--- config.mk ---
export PLATFORM = sky130hd
export DESIGN_NAME = sound_scheduler
export DESIGN_NICKNAME = d
export VERILOG_FILES = /design/src/rtl/sound_pkg.sv /design/src/rtl/sound_req_latch.sv /design/src/rtl/sound_scheduler.sv
export SDC_FILE = /design/constraint.sdc
export NUM_CORES = 1
export LEC_CHECK = 0
export ABC_AREA = 0
export CORE_MARGIN = 10
export CORE_UTILIZATION = 50
export DETAILED_ROUTE_END_ITERATION = 10
export PLACE_DENSITY = 0.7
export REMOVE_ABC_BUFFERS = 1
export SKIP_LAST_GASP = 1
export SYNTH_ARGS = -nofsm -noshare
export SYNTH_HDL_FRONTEND = slang
export SYNTH_SLANG_ARGS = --single-unit
export TNS_END_PERCENT = 30
--- constraint.sdc ---
create_clock -name clk -period 5 [get_ports clk]
set_input_delay 0.75 -clock clk [delete_from_list [all_inputs] [get_ports clk]]
set_output_delay 0.75 -clock clk [all_outputs]
set_load 0.01 [all_outputs]
--- src/rtl/sound_pkg.sv ---
// Shared types and note tables for the sound scheduler.
package sound_pkg;

  typedef enum logic {
    OFF = 1'b0,
    ON  = 1'b1
  } MODE_TYPES;

  typedef enum logic [1:0] {
    StIdle,
    StNote,
    StGap
  } state_e;

  // Enumerator order is also the arbitration order, highest priority first.
  typedef enum logic [1:0] {
    SrcBad    = 2'd0,
    SrcGood   = 2'd1,
    SrcButton = 2'd2,
    SrcDir    = 2'd3
  } src_e;

  localparam logic [8:0] FreqBad0   = 9'd100;
  localparam logic [8:0] FreqBad1   = 9'd80;
  localparam logic [8:0] FreqGood0  = 9'd300;
  localparam logic [8:0] FreqGood1  = 9'd400;
  localparam logic [8:0] FreqButton = 9'd250;
  localparam logic [8:0] FreqUp     = 9'd200;
  localparam logic [8:0] FreqDown   = 9'd150;
  localparam logic [8:0] FreqLeft   = 9'd175;
  localparam logic [8:0] FreqRight  = 9'd225;

  // Collision jingles have two notes; everything else has one.
  function automatic logic is_last_note(input src_e src, input logic idx);
    logic last;
    last = 1'b1;
    if (src == SrcBad || src == SrcGood) last = idx;
    return last;
  endfunction

  // Frequency code of note idx for a source; dir selects the direction tone.
  function automatic logic [8:0] note_freq(input src_e src, input logic [1:0] dir,
                                           input logic idx);
    logic [8:0] f;
    f = FreqButton;
    unique case (src)
      SrcBad:    f = idx ? FreqBad1 : FreqBad0;
      SrcGood:   f = idx ? FreqGood1 : FreqGood0;
      SrcButton: f = FreqButton;
      SrcDir: begin
        unique case (dir)
          2'd0: f = FreqUp;
          2'd1: f = FreqDown;
          2'd2: f = FreqLeft;
          2'd3: f = FreqRight;
          default: f = FreqUp;
        endcase
      end
      default: f = FreqButton;
    endcase
    return f;
  endfunction

endpackage

--- src/rtl/sound_req_latch.sv ---
// Edge detector plus pending bit for one request source. A new rising edge
// beats a same-cycle clear so a request arriving during service is re-queued.
module sound_req_latch #(
  parameter int unsigned Width = 1
) (
  input  logic             clk,
  input  logic             rst,
  input  logic [Width-1:0] level_i,
  input  logic             clear_i,
  output logic [Width-1:0] rise_o,
  output logic             pending_o
);

  logic [Width-1:0] level_q;
  logic             pending_q, pending_d;

  assign rise_o    = level_i & ~level_q;
  assign pending_o = pending_q;

  // Set-wins update of the pending bit.
  always_comb begin
    pending_d = pending_q;
    if (|rise_o) begin
      pending_d = 1'b1;
    end else if (clear_i) begin
      pending_d = 1'b0;
    end
  end

  // Edge history and pending state.
  always_ff @(posedge clk or posedge rst) begin
    if (rst) begin
      level_q   <= '0;
      pending_q <= 1'b0;
    end else begin
      level_q   <= level_i;
      pending_q <= pending_d;
    end
  end

endmodule

--- src/rtl/sound_scheduler.sv ---
// Queues gameplay sound requests, arbitrates by fixed priority and plays each
// as a timed note sequence into the oscillator.
module sound_scheduler
  import sound_pkg::*;
#(
  parameter int unsigned NOTE_CYCLES = 1_000_000,
  parameter int unsigned GAP_CYCLES  = 250_000
) (
  input  logic       clk,
  input  logic       rst,
  input  logic       goodColl_i,
  input  logic       badColl_i,
  input  logic       button_i,
  input  logic [3:0] direction_i,
  output logic [8:0] freq_o,
  output logic       playSound_o,
  output MODE_TYPES  mode_o,
  output logic       busy_o
);

  localparam int unsigned MaxCycles = (NOTE_CYCLES > GAP_CYCLES) ? NOTE_CYCLES : GAP_CYCLES;
  localparam int unsigned CntW      = $clog2(MaxCycles + 1);
  localparam logic [CntW-1:0] NoteLast = CntW'(NOTE_CYCLES - 1);
  localparam logic [CntW-1:0] GapLast  = (GAP_CYCLES == 0) ? '0 : CntW'(GAP_CYCLES - 1);

  logic [3:0] pend;
  logic [3:0] clr;
  logic [3:0] dir_rise;
  logic [2:0] unused_rise;

  state_e          state_q, state_d;
  src_e            src_q, src_d;
  logic            idx_q, idx_d;
  logic [1:0]      dir_sel_q, dir_sel_d;
  logic [CntW-1:0] cnt_q, cnt_d;
  logic [8:0]      freq_q, freq_d;
  logic [3:0]      dir_vec_q, dir_vec_d;

  src_e       win_src;
  logic [1:0] dir_first;
  logic       any_pend;
  logic       preempt;
  logic       launch;
  logic       step;

  sound_req_latch #(.Width(1)) u_bad (
    .clk       (clk),
    .rst       (rst),
    .level_i   (badColl_i),
    .clear_i   (clr[SrcBad]),
    .rise_o    (unused_rise[0]),
    .pending_o (pend[SrcBad])
  );

  sound_req_latch #(.Width(1)) u_good (
    .clk       (clk),
    .rst       (rst),
    .level_i   (goodColl_i),
    .clear_i   (clr[SrcGood]),
    .rise_o    (unused_rise[1]),
    .pending_o (pend[SrcGood])
  );

  sound_req_latch #(.Width(1)) u_button (
    .clk       (clk),
    .rst       (rst),
    .level_i   (button_i),
    .clear_i   (clr[SrcButton]),
    .rise_o    (unused_rise[2]),
    .pending_o (pend[SrcButton])
  );

  sound_req_latch #(.Width(4)) u_dir (
    .clk       (clk),
    .rst       (rst),
    .level_i   (direction_i),
    .clear_i   (clr[SrcDir]),
    .rise_o    (dir_rise),
    .pending_o (pend[SrcDir])
  );

  // Fixed-priority winner among pending sources.
  always_comb begin
    any_pend = |pend;
    win_src  = SrcDir;
    if (pend[SrcBad]) begin
      win_src = SrcBad;
    end else if (pend[SrcGood]) begin
      win_src = SrcGood;
    end else if (pend[SrcButton]) begin
      win_src = SrcButton;
    end
  end

  // Lowest set direction bit wins within the direction source.
  always_comb begin
    dir_first = 2'd0;
    for (int i = 3; i >= 0; i--) begin
      if (dir_vec_q[i]) dir_first = 2'(i);
    end
  end

  // Direction vector: service clears it, but fresh edges in the same cycle survive.
  always_comb begin
    dir_vec_d = (clr[SrcDir] ? 4'b0000 : dir_vec_q) | dir_rise;
  end

  assign preempt = pend[SrcBad] && (src_q != SrcBad);

  // Sequencer next-state: note timing, next-step decision and preemption.
  always_comb begin
    state_d   = state_q;
    src_d     = src_q;
    idx_d     = idx_q;
    dir_sel_d = dir_sel_q;
    cnt_d     = cnt_q + CntW'(1);
    freq_d    = freq_q;
    clr       = 4'b0000;
    launch    = 1'b0;
    step      = 1'b0;

    unique case (state_q)
      StIdle: begin
        cnt_d = '0;
        if (any_pend) launch = 1'b1;
      end
      StNote: begin
        if (preempt) begin
          launch = 1'b1;
        end else if (cnt_q == NoteLast) begin
          if (GAP_CYCLES == 0) begin
            step = 1'b1;
          end else begin
            state_d = StGap;
            cnt_d   = '0;
          end
        end
      end
      StGap: begin
        if (preempt) begin
          launch = 1'b1;
        end else if (cnt_q == GapLast) begin
          step = 1'b1;
        end
      end
      default: begin
        state_d = StIdle;
        cnt_d   = '0;
      end
    endcase

    if (step) begin
      if (!is_last_note(src_q, idx_q)) begin
        state_d = StNote;
        idx_d   = 1'b1;
        cnt_d   = '0;
        freq_d  = note_freq(src_q, dir_sel_q, 1'b1);
      end else if (any_pend) begin
        launch = 1'b1;
      end else begin
        state_d = StIdle;
        cnt_d   = '0;
      end
    end

    // Starting a sequence always begins at note 0 with a fresh count.
    if (launch) begin
      state_d      = StNote;
      src_d        = win_src;
      idx_d        = 1'b0;
      cnt_d        = '0;
      dir_sel_d    = dir_first;
      freq_d       = note_freq(win_src, dir_first, 1'b0);
      clr[win_src] = 1'b1;
    end
  end

  // Sequencer state registers.
  always_ff @(posedge clk or posedge rst) begin
    if (rst) begin
      state_q   <= StIdle;
      src_q     <= SrcBad;
      idx_q     <= 1'b0;
      dir_sel_q <= 2'd0;
      cnt_q     <= '0;
      freq_q    <= '0;
      dir_vec_q <= 4'b0000;
    end else begin
      state_q   <= state_d;
      src_q     <= src_d;
      idx_q     <= idx_d;
      dir_sel_q <= dir_sel_d;
      cnt_q     <= cnt_d;
      freq_q    <= freq_d;
      dir_vec_q <= dir_vec_d;
    end
  end

  // Outputs decode straight from registers so reset clears them immediately.
  always_comb begin
    playSound_o = (state_q == StNote);
    busy_o      = (state_q != StIdle);
    mode_o      = busy_o ? ON : OFF;
    freq_o      = freq_q;
  end

endmodule
; Word-level counts from Yosys, hierarchy flattened
; Index checks and enable logic that the tools add are counted.
[classes]
addsub = 1
order_cmp = 2
muxes = 55
shift = 0
div = 0
mul = 0
eq_ne = 17
bitwise = 9
n_reduce_logical = 20
[op_table]
columns = cell, count
row1 = $pmux 9 s4, 4
row2 = $mux 20, 6
row3 = $pmux 20 s2, 1
row4 = $mux 9, 3
row5 = $mux 1, 24
row6 = $mux 2, 12
row7 = $add 20x1->20 const B, 1
row8 = $eq 20x18->1 const B, 1
row9 = $eq 20x20->1 const B, 1
row10 = $eq 2x2->1 const B, 9
row11 = $reduce_bool 2->1, 7
row12 = $eq 2x1->1 const B, 5
row13 = $logic_not 2->1, 5
row14 = $mux 4, 2
row15 = $reduce_or 4->1, 2
row16 = $and 4x4->4, 1
row17 = $not 4->4, 1
row18 = $or 4x4->4, 1
row19 = $pmux 2 s2, 1
row20 = $reduce_or 2->1, 2
row21 = $and 1x1->1, 3
row22 = $lt 2x3->1 const B, 1
row23 = $not 1->1, 3
row24 = $demux 1 s2, 1
row25 = other kinds (6), 7
[totals]
word_cells = 119
memories = 0
latchBits = 0
reg_bits = 51
in_bits = 9
romBits = 0
output_inout_bits = 12
mem_bits_rw = 0

; Logic depth before layout (Yosys ltp)
; Gate-level depths: netlist of the first run.
[depth]
ltp_word = 10
mapped_depth = 9
ltp_nobuf = 8

; Cells and area by module
; A second synthesis of the first run with hierarchy kept.
[hier_totals]
cells_unflattened = 255
hier_area_um2 = 2600.0
[modules_own_cells]
columns = mod, instances, cells_per_inst, area_per_inst_um2, seq_area_each_um2
row1 = sound_scheduler, 1, 224, 2173.3, 1001.0
row2 = sound_req_latch (u_bad ...), 3, 6, 78.8, 50.0
row3 = sound_req_latch (u_dir), 1, 13, 190.2, 125.1

; Worst setup path before layout of the first run
; No wires, ideal clock.
[synth_path]
kind = flip-flop to flip-flop
from = register state_q[0]
to = register freq_q[6] (netlist: freq_o[6])
stages_incl_launch_ff = 10
synth_period_minus_slack_ns = 2.678
t_arrival_ns = 2.553
required_time_ns = 4.874
n_path_buf = 2
setup_slack_ns = 2.322
setup_ns = 0.126
path_cell_list = dfrtp_1 -> inv_1 -> ha_1 -> or4b_1 -> or4_1 -> buf_2 -> nand2b_4 -> o21a_1 -> buf_2 -> a221o_1
[synth_via]
elab_chain_cells = 8
elab_cells_between_ends = 13
classes_between = 3 x eq/ne / 6 x mux / 4 x reduce/logical
[synth_rtl]
columns = element, line_no
row1 = start: declaration, sound_scheduler.sv:31  ; state_e state_q, state_d;
row2 = start signal: assignment, sound_scheduler.sv:181  ; state_q <= StIdle;
row3 = start signal: assignment, sound_scheduler.sv:189  ; state_q <= state_d;
row4 = $eq 2x1->1 or $eq 2x2->1 (tied branches), sound_scheduler.sv:122  ; unique case (state_q)
row5 = $reduce_or 2->1 (no line), n/a
row6 = $pmux 1 s2, sound_scheduler.sv:122
row7 = $mux 1, sound_scheduler.sv:158  ; end else if (any_pend) begin
row8 = $mux 1, sound_scheduler.sv:153  ; if (!is_last_note(src_q, idx_q)) begin
row9 = $mux 1, sound_scheduler.sv:152  ; if (step) begin
row10 = $ne 2x2->1 (no line) or $reduce_bool 2->1 (tied branches), n/a
row11 = $reduce_and 2->1 (no line), n/a
row12 = end signal: assignment, sound_scheduler.sv:194  ; freq_q <= freq_d;
row13 = end: declaration, sound_scheduler.sv:36  ; logic [8:0] freq_q, freq_d;
; Parallel ways exist; a longest one is shown, timed or not.
; A chain may end at the register's enable or synchronous reset.

; Worst setup path after layout of the first run
[layout_path]
from = register state_q[0]
to = register u_button.pending_q (netlist: u_button.pending_o)
[layout_via]
elab_chain_cells = 8
elab_cells_between_ends = 11
classes_between = 2 x eq/ne / 6 x mux / 3 x reduce/logical
[layout_rtl]
columns = element, line_no
row1 = $eq 2x1->1 or $eq 2x2->1 (tied branches), sound_scheduler.sv:122
row2 = $reduce_or 2->1 (no line), n/a
row3 = $pmux 1 s2, sound_scheduler.sv:122
row4 = $mux 1, sound_scheduler.sv:158
row5 = $mux 1, sound_scheduler.sv:153
row6 = $mux 1 *, sound_scheduler.sv:152
row7 = $mux 4 *, sound_scheduler.sv:167  ; if (launch) begin
row8 = $reduce_bool 2->1 (no line) *, n/a
row9 = end signal: assignment, sound_req_latch.sv:37  ; pending_q <= pending_d;
row10 = end: declaration, sound_req_latch.sv:15  ; logic pending_q, pending_d;
; Mark *: on every way between the ends. The rest lies on a longest branch, timed or not.

==> results.py, run 1 <==
metrics = {
    "outcome": {
        "outcome": "completed",
    },
    "finish": {
        "design_area_um2": 2768,
        "layout.nets": 278,
        "final_cell_mix": "dfrtp_1, nor2_1, inv_1",
        "syn2layout_area_growth_pct": 12.46,
        "n_antenna_cell": 0,
        "postLayoutCoreUtil": 0.5821,
        "drive_above_1_share": 0.07634,
        "layout_commonest_cell": "dfrtp_1",
        "final_cell_count_no_fill": 329,
    },
    "grt": {
        "grt_usage": 0.1133,
        "grt_pass1_vias": 1731,
        "antenna_found_initial": 0,
        "gr-total-overflow": 0,
        "grt_pass1_wl_mm": 7.845,
        "grt_max_degree": 50,
    },
    "floorplan": {
        "placementRows": 25,
        "die_area_um2": 8129,
        "die-width_um": 90.16,
        "fp.dieH_um": 90.16,
        "start_util": 0.5176,
        "ios": 21,
        "core_area_um2": 4755,
    },
    "yosys": {
        "ys_warn_count": 0,
        "synth_edf_count": 0,
        "ys_seq_area_frac": 0.4982,
        "netlist_area_um2": 2461,
        "ys_ff_latch": 49,
        "async_reset_ff_frac": 1.000,
        "avgSynthCellArea_um2": 10.17,
        "ys_types": 54,
        "synth_ff_type": "dfrtp_1",
        "syn_inst": 242,
    },
    "sta": {
        "fin_tns_setup_ns": 0,
        "hold_ws_ns": 0.4148,
        "setup_ws_ns": 1.852,
        "fmax_mhz": 317.6,
        "hold_violations": 0,
        "min_period_ns": 3.148,
        "worstMarginPinSlew_ns": 0.9759,
        "setup-violations-final": 0,
        "rsz0062_at_grt": "no",
        "fin_crit_sh": 0.6297,
        "maxSlewHeadroom": 0.3494,
        "finalMaxSlewViolations": 0,
        "clock-skew-final_ns": 0.007897,
    },
    "drt": {
        "first_pass_iters": 4,
        "ant_nets": 0,
        "vias": 1748,
        "drt-wirelength-per-cell_um": 13.63,
        "first_iter_violations": 104,
        "wl_mm": 4.484,
        "drcViolationCount": 0,
        "viasPerCell": 5.313,
    },
    "clock_tree": {
        "hold_buffers": 0,
        "cts.repair.resized": 0,
        "htree_levels": 2,
        "cts_setup_buffers": 0,
        "cts.clk_slew.worst_paths_ns": 0.10,
        "cts.sinks": 49,
        "clockRootBuffer": "clkbuf_8",
        "cts_tree": "built",
        "cts_buffer_depth": 2,
        "cts-buffers-inserted": 5,
        "clkLatencyLatePin_ns": 0.31,
    },
    "worst_setup_path": {
        "critPathLaunchType": "flop",
        "crit_type": "flop to flop",
        "cp.required_ns": 5.20,
        "crit-reg2reg-launch": "state_q[0]$_DFF_PP0_",
        "crit_start": "state_q[0]$_DFF_PP0_",
        "critPathArrivalTime_ns": 3.35,
        "path_max_fanout": 7,
        "worstSetupEndpointType": "flop",
    },
    "run": {
        "cap_viol_max_count": 0,
    },
    "power_and_ir_drop": {
        "p_switching_mw": 0.1526,
        "power.internal_mw": 0.5075,
        "p_total_mw": 0.6601,
        "power.share.clock": 0.368,
        "p_comb_frac": 0.027,
        "p_sw_frac": 0.2312,
        "p_seq_frac": 0.605,
        "power.leakage_nw": 1.239,
        "power_density_nw_per_um2": 238.5,
        "peakVddDrop_mv": 0.2081,
    },
    "placement": {
        "placed_area_um2": 2673,
        "globalplace.congestion": 0.8174,
        "dp_worst_setup_slack_ns": 1.875,
        "dp_hpwl_mm": 3.262,
        "dp_cells": 321,
        "portBuffers": 20,
    },
    "min_path": {
        "hold_start": "u_good.level_q$_DFF_PP0_",
        "hp-class": "flop to flop",
    },
}
==> routing by layer <==
| metal | global-route usage | wire [um] |
|---|---|---|
| met1 | 0.1397 | 2186 |
| met2 | 0.1864 | 2097 |
| met3 | 0.02993 | 143 |
| met4 | 0.03979 | 57 |
| met5 | 0 | 0 |
==> path summary, 6_finish.rpt <==
check | to | slack, ns | cells after the start
worst max-delay path | u_button.pending_o$_DFFE_PP0P_ | 1.85 | 7
worst min-delay path | u_good.pending_o$_DFFE_PP0P_ | 0.41 | 1
worst max register to register | u_button.pending_o$_DFFE_PP0P_ | 1.85 | 7
worst min register to register | u_good.pending_o$_DFFE_PP0P_ | 0.41 | 1
max in group asynchronous | u_dir.pending_o$_DFFE_PP0P_ | 3.42 | 2
min in group asynchronous | cnt_q[0]$_DFF_PP0_ | 0.97 | 2
==> sequential cells by signal (all words and copies together), names as in the netlist, 2 cells and up <==
| register | count |
|---|---|
| src_q | 2 |
| dir_vec_q | 4 |
| state_q | 2 |
| u_dir.level_q | 4 |
| freq_o | 9 |
| cnt_q | 20 |
==> power groups by stage <==
stage	clock network, mW	logic, mW	registers [mW]
6_report	0.243	0.0176	0.399
5_1_grt	0.265	0.0204	0.400
4_1_cts	0.249	0.0186	0.399
3_5_place_dp	0	0.0185	0.407
3_3_place_gp	0	0.0183	0.407
2_1_floorplan	0	0.00833	0.407
==> kinds of logic (layout without fill, tap and decap cells) <==
kind of cell             count (synthesis)  count (layout)  synth area share
adder cells (fa/ha/maj)                  8               8           0.04067
AND/OR/NAND/NOR                         97              97            0.2044
flip-flops                              49              49            0.4982
multiplexers                             1               1          0.004067
AO/OA/AOI/OAI                           39              39            0.1230
buffers and inverters                   30              50           0.06558
XOR/XNOR                                18              18           0.06406
==> synth_stat cells (2+ instances only) <==
library cell  count  area share
or4_1             2      0.0061
xor2_1           10       0.036
inv_1            22       0.034
o21ai_0           6       0.012
o2bb2ai_1         3       0.011
xnor2_1           8       0.028
or2_2             2      0.0051
clkbuf_1          2      0.0031
nand2_1          11       0.017
and4_1            2      0.0071
dfrtp_1          49        0.50
buf_4             2      0.0061
a21oi_1           4      0.0081
a22o_1            8       0.028
ha_1              8       0.041
buf_2             2      0.0041
nor3_1            8       0.016
nor2_1           39       0.059
o21a_1            2      0.0061
nand3_1           8       0.016
nor4_1            4       0.010
nand4_1           5       0.013
and3_1            4       0.010
==> worst max-delay path, stage by stage (launching register included) <==
cell and delay [ns]:
dfrtp_1 0.41, inv_1 0.13, ha_1 0.22, or4b_1 0.43, or4_1 0.66, o41ai_2 0.76, nand2_1 0.21, a22o_1 0.23
==> area by class of cell <==
type                            instances  area (um^2)
Fill cell                             441         1987
Sequential cell                        49         1226
Multi-Input combinational cell        163         1080
Timing Repair Buffer                   20        200.2
Tap cell                               67        83.83
Inverter                               22        82.58
Clock buffer                            5        68.82
Clock inverter                          3        26.28
Power figures use the tool's default switching activity.
==> run 2: changes to the inputs <==
==> constraint.sdc (replaced) <==
create_clock -name clk -period 2.93 [get_ports clk]
set_input_delay 0.4395 -clock clk [delete_from_list [all_inputs] [get_ports clk]]
set_output_delay 0.4395 -clock clk [all_outputs]
set_load 0.01 [all_outputs]
==> run 2 against run 1 <==
Against the previous run:
- worst setup slack got worse by 1.7 ns
- global-route usage increased by 0.50 points
- first-iteration DRC count decreased by 7.7%
- sequential share of layout area decreased by 0.65 points
- clock-buffer cell count increased by 2
==> results.py, run 2 (synthesis results as in run 1) <==
metrics = {
    "sta": {
        "rsz0062_at_grt": "no",
        "setup-violations-final": 0,
        "maxSlewHeadroom": 0.4131,
        "worstMarginPinSlew_ns": 0.8737,
        "fmax_mhz": 360.0,
        "hold_violations": 0,
        "fin_tns_setup_ns": 0,
        "finalMaxSlewViolations": 0,
        "min_period_ns": 2.777,
        "fin_crit_sh": 0.9479,
        "clock-skew-final_ns": 0.004226,
    },
    "power_and_ir_drop": {
        "peakVddDrop_mv": 0.2379,
        "power_density_nw_per_um2": 390.9,
        "p_total_mw": 1.098,
        "power.leakage_nw": 1.270,
    },
    "finish": {
        "syn2layout_area_growth_pct": 14.13,
        "n_antenna_cell": 0,
        "multi_input_area_um2": 1077,
        "num-fill-cells": 438,
        "largest_register": "cnt_q",
        "layout.nets": 285,
        "final_cell_mix": "dfrtp_1, nor2_1, inv_1",
        "postLayoutCoreUtil": 0.5908,
        "layout_commonest_cell": "dfrtp_1",
        "drive_above_1_share": 0.09328,
        "largest_reg_flops": 20,
        "regArea_um2": 1226,
    },
    "floorplan": {
        "start_util": 0.5176,
        "placementRows": 25,
        "core_area_um2": 4755,
        "ios": 21,
        "fp.dieH_um": 90.16,
        "die_area_um2": 8129,
        "die-width_um": 90.16,
    },
    "grt": {
        "antenna_found_initial": 0,
        "grt_pass1_vias": 1812,
        "gr-total-overflow": 0,
        "grt_max_degree": 28,
        "grt_usage": 0.1183,
        "grt_pass1_wl_mm": 8.148,
    },
    "worst_setup_path": {
        "critPathArrivalTime_ns": 3.00,
        "crit_start": "state_q[0]$_DFF_PP0_",
        "crit-reg2reg-launch": "state_q[0]$_DFF_PP0_",
        "cp.required_ns": 3.15,
        "path_max_fanout": 7,
        "rr_worst_depth": 7,
        "r2r_slack_ns": 0.15,
        "crit_type": "flop to flop",
        "worstSetupEndpointType": "flop",
        "critPathLaunchType": "flop",
        "r2r_end": "freq_o[8]$_DFFE_PP0P_",
    },
    "drt": {
        "drt-wirelength-per-cell_um": 13.87,
        "viasPerCell": 5.394,
        "first_pass_iters": 4,
        "wl_mm": 4.648,
        "drcViolationCount": 0,
        "ant_nets": 0,
        "first_iter_violations": 96,
        "vias": 1807,
    },
    "min_path": {
        "whs_endpoint": "u_good.pending_o$_DFFE_PP0P_",
        "hold_start": "u_good.level_q$_DFF_PP0_",
        "hold_depth": 1,
        "hp-class": "flop to flop",
    },
    "clock_tree": {
        "clockRootBuffer": "clkbuf_8",
        "cts_setup_buffers": 0,
        "clkLatencyLatePin_ns": 0.29,
        "cts.clk_slew.worst_paths_ns": 0.08,
        "cts_buffer_depth": 2,
        "cts.sinks": 49,
        "htree_levels": 2,
        "cts_tree": "built",
        "cts-buffers-inserted": 5,
    },
    "placement": {
        "globalplace.congestion": 0.8651,
        "dp_hpwl_mm": 3.524,
        "portBuffers": 20,
    },
    "outcome": {
        "outcome": "completed",
    },
    "run": {
        "cap_viol_max_count": 0,
    },
}
run 2: changes by cell type in the layout (fill, tap and decap cells not counted):
cell        before  now
buf_4            0    7
inv_8            1    0
o2111ai_2        1    0
clkbuf_8         5    6
or4_1            2    1
clkbuf_1         0    1
or4_4            0    1
o2111ai_1        0    1
clkinvlp_4       2    0
run 2: critical path, cell delays in order, from the launching register on:
cell and delay, ns:
dfrtp_1 0.40, inv_1 0.13, ha_1 0.20, or4b_1 0.44, or4_4 0.59, o41a_1 0.52
or3_1 0.36, o21ai_2 0.06
run 2: worst max path at each step:
stage,to,cells past startpoint,slack (ns)
after floorplan,u_button.pending_o$_DFFE_PP0P_,7,0.16
after CTS,freq_o[7]$_DFFE_PP0P_,7,0.04
after global routing,freq_o[8]$_DFFE_PP0P_,7,0.03
after detailed placement,freq_o[8]$_DFFE_PP0P_,7,0.09
after global placement,freq_o[6]$_DFFE_PP0P_,7,0.15
final,freq_o[8]$_DFFE_PP0P_,7,0.15
run 2: report_power, final:
group | switching, mW | internal (mW)
registers | 0.00126 | 0.680
logic | 0.0185 | 0.0137
clock network | 0.197 | 0.187
total | 0.217 | 0.881
run 2: per-stage QoR:
| stage | hold WS, ns | setup WS [ns] | std cells | cell area (um^2) |
|---|---|---|---|---|
| finish | 0.4276 | 0.1526 | 335 | 2809 |
| global route | 0.4712 | 0.03143 | 335 | 2809 |
| CTS | 0.4341 | 0.03776 | 335 | 2805 |
| detailed placement | 0.4147 | 0.08658 | 328 | 2719 |
| global placement | 0.4054 | 0.1528 | 328 | 2719 |
| floorplan | 0.3919 | 0.1626 | 234 | 2382 |
run 2: layout make-up:
cell class	instances	area share
flip-flops and latches	49	0.4365
clock buffers	7	0.03074
multi-input cells	163	0.3835
repair buffers	27	0.08998
well taps	67	0.02984
inverters	22	0.02940
run 2: what timing repair did:
item / 4_1_cts / 5_1_grt
hold buffers: 0 / 0
endpoints found under the setup margin: 0 / 4
resized for setup: 0 / 1
run 2: metal layers:
layer | vias up | global-route usage | routed length (um)
li1 | 896 | - | -
met1 | 871 | 0.1366 | 2059
met2 | 29 | 0.2040 | 2311
met3 | 11 | 0.03408 | 189
met4 | 0 | 0.04111 | 88
met5 | - | 0 | 0
==> run 3: changes to the inputs <==
--- a/config.mk
+++ b/config.mk
@@ -5,11 +5,11 @@
 export SDC_FILE = /design/constraint.sdc
 export NUM_CORES = 1
 export LEC_CHECK = 0
-export ABC_AREA = 0
+export ABC_AREA = 1
 export CORE_MARGIN = 10
-export CORE_UTILIZATION = 50
+export CORE_UTILIZATION = 58
 export DETAILED_ROUTE_END_ITERATION = 10
-export PLACE_DENSITY = 0.7
+export PLACE_DENSITY = 0.79
 export REMOVE_ABC_BUFFERS = 1
 export SKIP_LAST_GASP = 1
 export SYNTH_ARGS = -nofsm -noshare
==> run 3 against run 2 <==
Against the previous run:
- fmax up 34%
- largest cell class unchanged
- combinational power down 2%
- sequential share of layout area down 1.3 points
- via count up 11%
- sequential power up 4.0%
- cell count up 20%
- global-route usage up 3.0 points
- register-to-register slack better by 0.77 ns
- hold slack worse by 0.034 ns
==> results.py, run 3 <==
metrics = {
    "outcome": {
        "outcome": "completed",
    },
    "drt": {
        "vias": 2003,
        "viasPerCell": 4.983,
        "wl_mm": 4.966,
        "drt-wirelength-per-cell_um": 12.35,
        "first_pass_iters": 4,
        "first_iter_violations": 133,
        "drcViolationCount": 0,
        "ant_nets": 0,
    },
    "worst_setup_path": {
        "path_max_fanout": 4,
        "worstSetupEndpointType": "output port",
        "critPathArrivalTime_ns": 1.64,
        "cp.required_ns": 2.49,
        "crit_type": "flop to output port",
        "critPathLaunchType": "flop",
    },
    "yosys": {
        "ys_ff_latch": 51,
        "async_reset_ff_frac": 1.000,
        "ys_warn_count": 0,
        "ys_top_cells_by_area": "dfrtp_1, nand2_1, nor2_1",
        "ys_seq_area_frac": 0.4751,
        "synth_edf_count": 0,
        "ys_types": 28,
        "avgSynthCellArea_um2": 8.266,
        "netlist_area_um2": 2686,
        "synthMuxAreaShare": 0,
        "synth_ff_type": "dfrtp_1",
        "synthTopCellsByCount": "nand2_1, dfrtp_1, nor2_1",
        "syn_inst": 325,
        "synth-compound-area-share": 0.05636,
        "synth_fa_ha_area_frac": 0.04192,
        "synth_top_area_frac": 0.4751,
        "synth.most_common_cell": "nand2_1",
        "synthSimpleGateAreaFrac": 0.2864,
        "synth_top_family_by_area": "simple AND/OR/NAND/NOR gates",
        "yosys.area.top_type": "dfrtp_1",
        "synthXorXnorAreaFrac": 0.05869,
    },
    "placement": {
        "dp_hpwl_mm": 3.819,
        "portBuffers": 20,
        "globalplace.congestion": 0.8706,
        "dp_worst_setup_slack_ns": 0.9654,
    },
    "clock_tree": {
        "cts_buffer_depth": 2,
        "clockRootBuffer": "clkbuf_8",
        "hold_buffers": 0,
        "htree_levels": 2,
        "cts.repair.resized": 0,
        "cts-buffers-inserted": 5,
        "cts.sinks": 51,
        "cts.clk_slew.worst_paths_ns": 0.10,
        "cts_tree": "built",
        "cts_setup_buffers": 0,
        "clkLatencyLatePin_ns": 0.31,
    },
    "sta": {
        "worstMarginPinSlew_ns": 0.5002,
        "maxSlewHeadroom": 0.6653,
        "min_period_ns": 2.078,
        "fin_tns_setup_ns": 0,
        "hold_violations": 0,
        "fmax_mhz": 481.3,
        "rsz0062_at_grt": "no",
        "clock-skew-final_ns": 0.007760,
        "finalMaxSlewViolations": 0,
        "setup_ws_ns": 0.8523,
        "fin_crit_sh": 0.7091,
        "setup-violations-final": 0,
    },
    "power_and_ir_drop": {
        "power.leakage_nw": 1.484,
        "peakVddDrop_mv": 0.3282,
        "power_density_nw_per_um2": 386.2,
        "p_total_mw": 1.165,
    },
    "grt": {
        "grt_pass1_wl_mm": 9.308,
        "grt_usage": 0.1485,
        "antenna_found_initial": 0,
        "grt_pass1_vias": 2012,
        "gr-total-overflow": 0,
        "grt_max_degree": 21,
    },
    "finish": {
        "layout_commonest_cell": "nand2_1",
        "multi_input_area_um2": 1191,
        "regArea_um2": 1276,
        "num-fill-cells": 356,
        "final_cell_mix": "nand2_1, dfrtp_1, nor2_1",
        "largest_reg_flops": 20,
        "largest_register": "cnt_q",
        "layout.nets": 367,
        "n_antenna_cell": 0,
        "syn2layout_area_growth_pct": 12.30,
        "drive_above_1_share": 0.1114,
    },
    "min_path": {
        "hp-class": "primary input to async pin",
    },
    "floorplan": {
        "ios": 21,
        "placementRows": 24,
        "die_area_um2": 7754,
        "fp.dieH_um": 88.06,
        "die-width_um": 88.06,
        "core_area_um2": 4414,
        "start_util": 0.6086,
    },
    "run": {
        "cap_viol_max_count": 0,
    },
}
[run 3: cell types whose count changed after synthesis, moves of 4 or more]
cell,delta
nand3_1,+6
nand2_1,+63
nor4_1,-4
nor2_1,+7
inv_1,+21
o21ai_1,+7
nor3_1,-4
and3_1,-4
nand2_2,+4
a22o_1,-8
nor2_2,+15
[run 3: metrics by stage]
step                  util  instances  area, um^2  hold slack [ns]
global placement    0.6616        394        2920           0.4046
finish              0.6834        402        3017           0.3935
floorplan                -        320        2640           0.3996
detailed placement  0.6616        394        2920           0.4140
global route        0.6834        402        3017           0.4114
CTS                 0.6834        402        3017           0.3943
[run 3: area by class of cell]
type | count | area share
well taps | 52 | 0.02157
clock buffers | 5 | 0.02281
repair buffers | 22 | 0.07134
inverters | 46 | 0.05724
flip-flops and latches | 51 | 0.4231
clock inverters | 3 | 0.009125
multi-input cells | 223 | 0.3949
[run 3: kinds of logic after synthesis]
family,Yosys count
and+or+nand+nor,170
AOI/OAI and AO/OA,26
DFF,51
adders and majority gates,9
buffers and inverters,51
xor gates and xnor gates,18
[run 3: final timing paths]
| path | from | end | slack (ns) | cells past startpoint |
|---|---|---|---|---|
| max in group asynchronous | rst | state_q[1]$_DFF_PP0_ | 1.96 | 3 |
| min reg2reg | u_bad.level_q$_DFF_PP0_ | u_bad.pending_o$_DFFE_PP0P_ | 0.43 | 1 |
| max | state_q[0]$_DFF_PP0_ | busy_o | 0.85 | 4 |
| min | rst | u_dir.level_q[2]$_DFF_PP0_ | 0.39 | 2 |
| min in group clk | u_bad.level_q$_DFF_PP0_ | u_bad.pending_o$_DFFE_PP0P_ | 0.43 | 1 |
| max reg2reg | state_q[0]$_DFF_PP0_ | cnt_q[9]$_DFF_PP0_ | 0.92 | 11 |
[run 3: power by group]
part	switching [mW]	leakage, nW	internal, mW
Sequential	0.00131	0.624	0.708
Clock	0.248	0.0463	0.176
Combinational	0.0188	0.814	0.0128
[run 3: metal layers]
metal,vias up,part of all wire,track usage
met2,38,0.41,0.2110
met4,0,0.017,0.05706
met5,-,0,0
met3,8,0.056,0.03621
li1,1049,-,-
met1,908,0.51,0.2124
[run 3: worst max-delay path, cell delays in order (launching register included)]
cell and delay (ns):
dfrtp_1 0.39, inv_1 0.10, ha_1 0.20, inv_1 0.10, clkdlybuf4s50_1 0.55
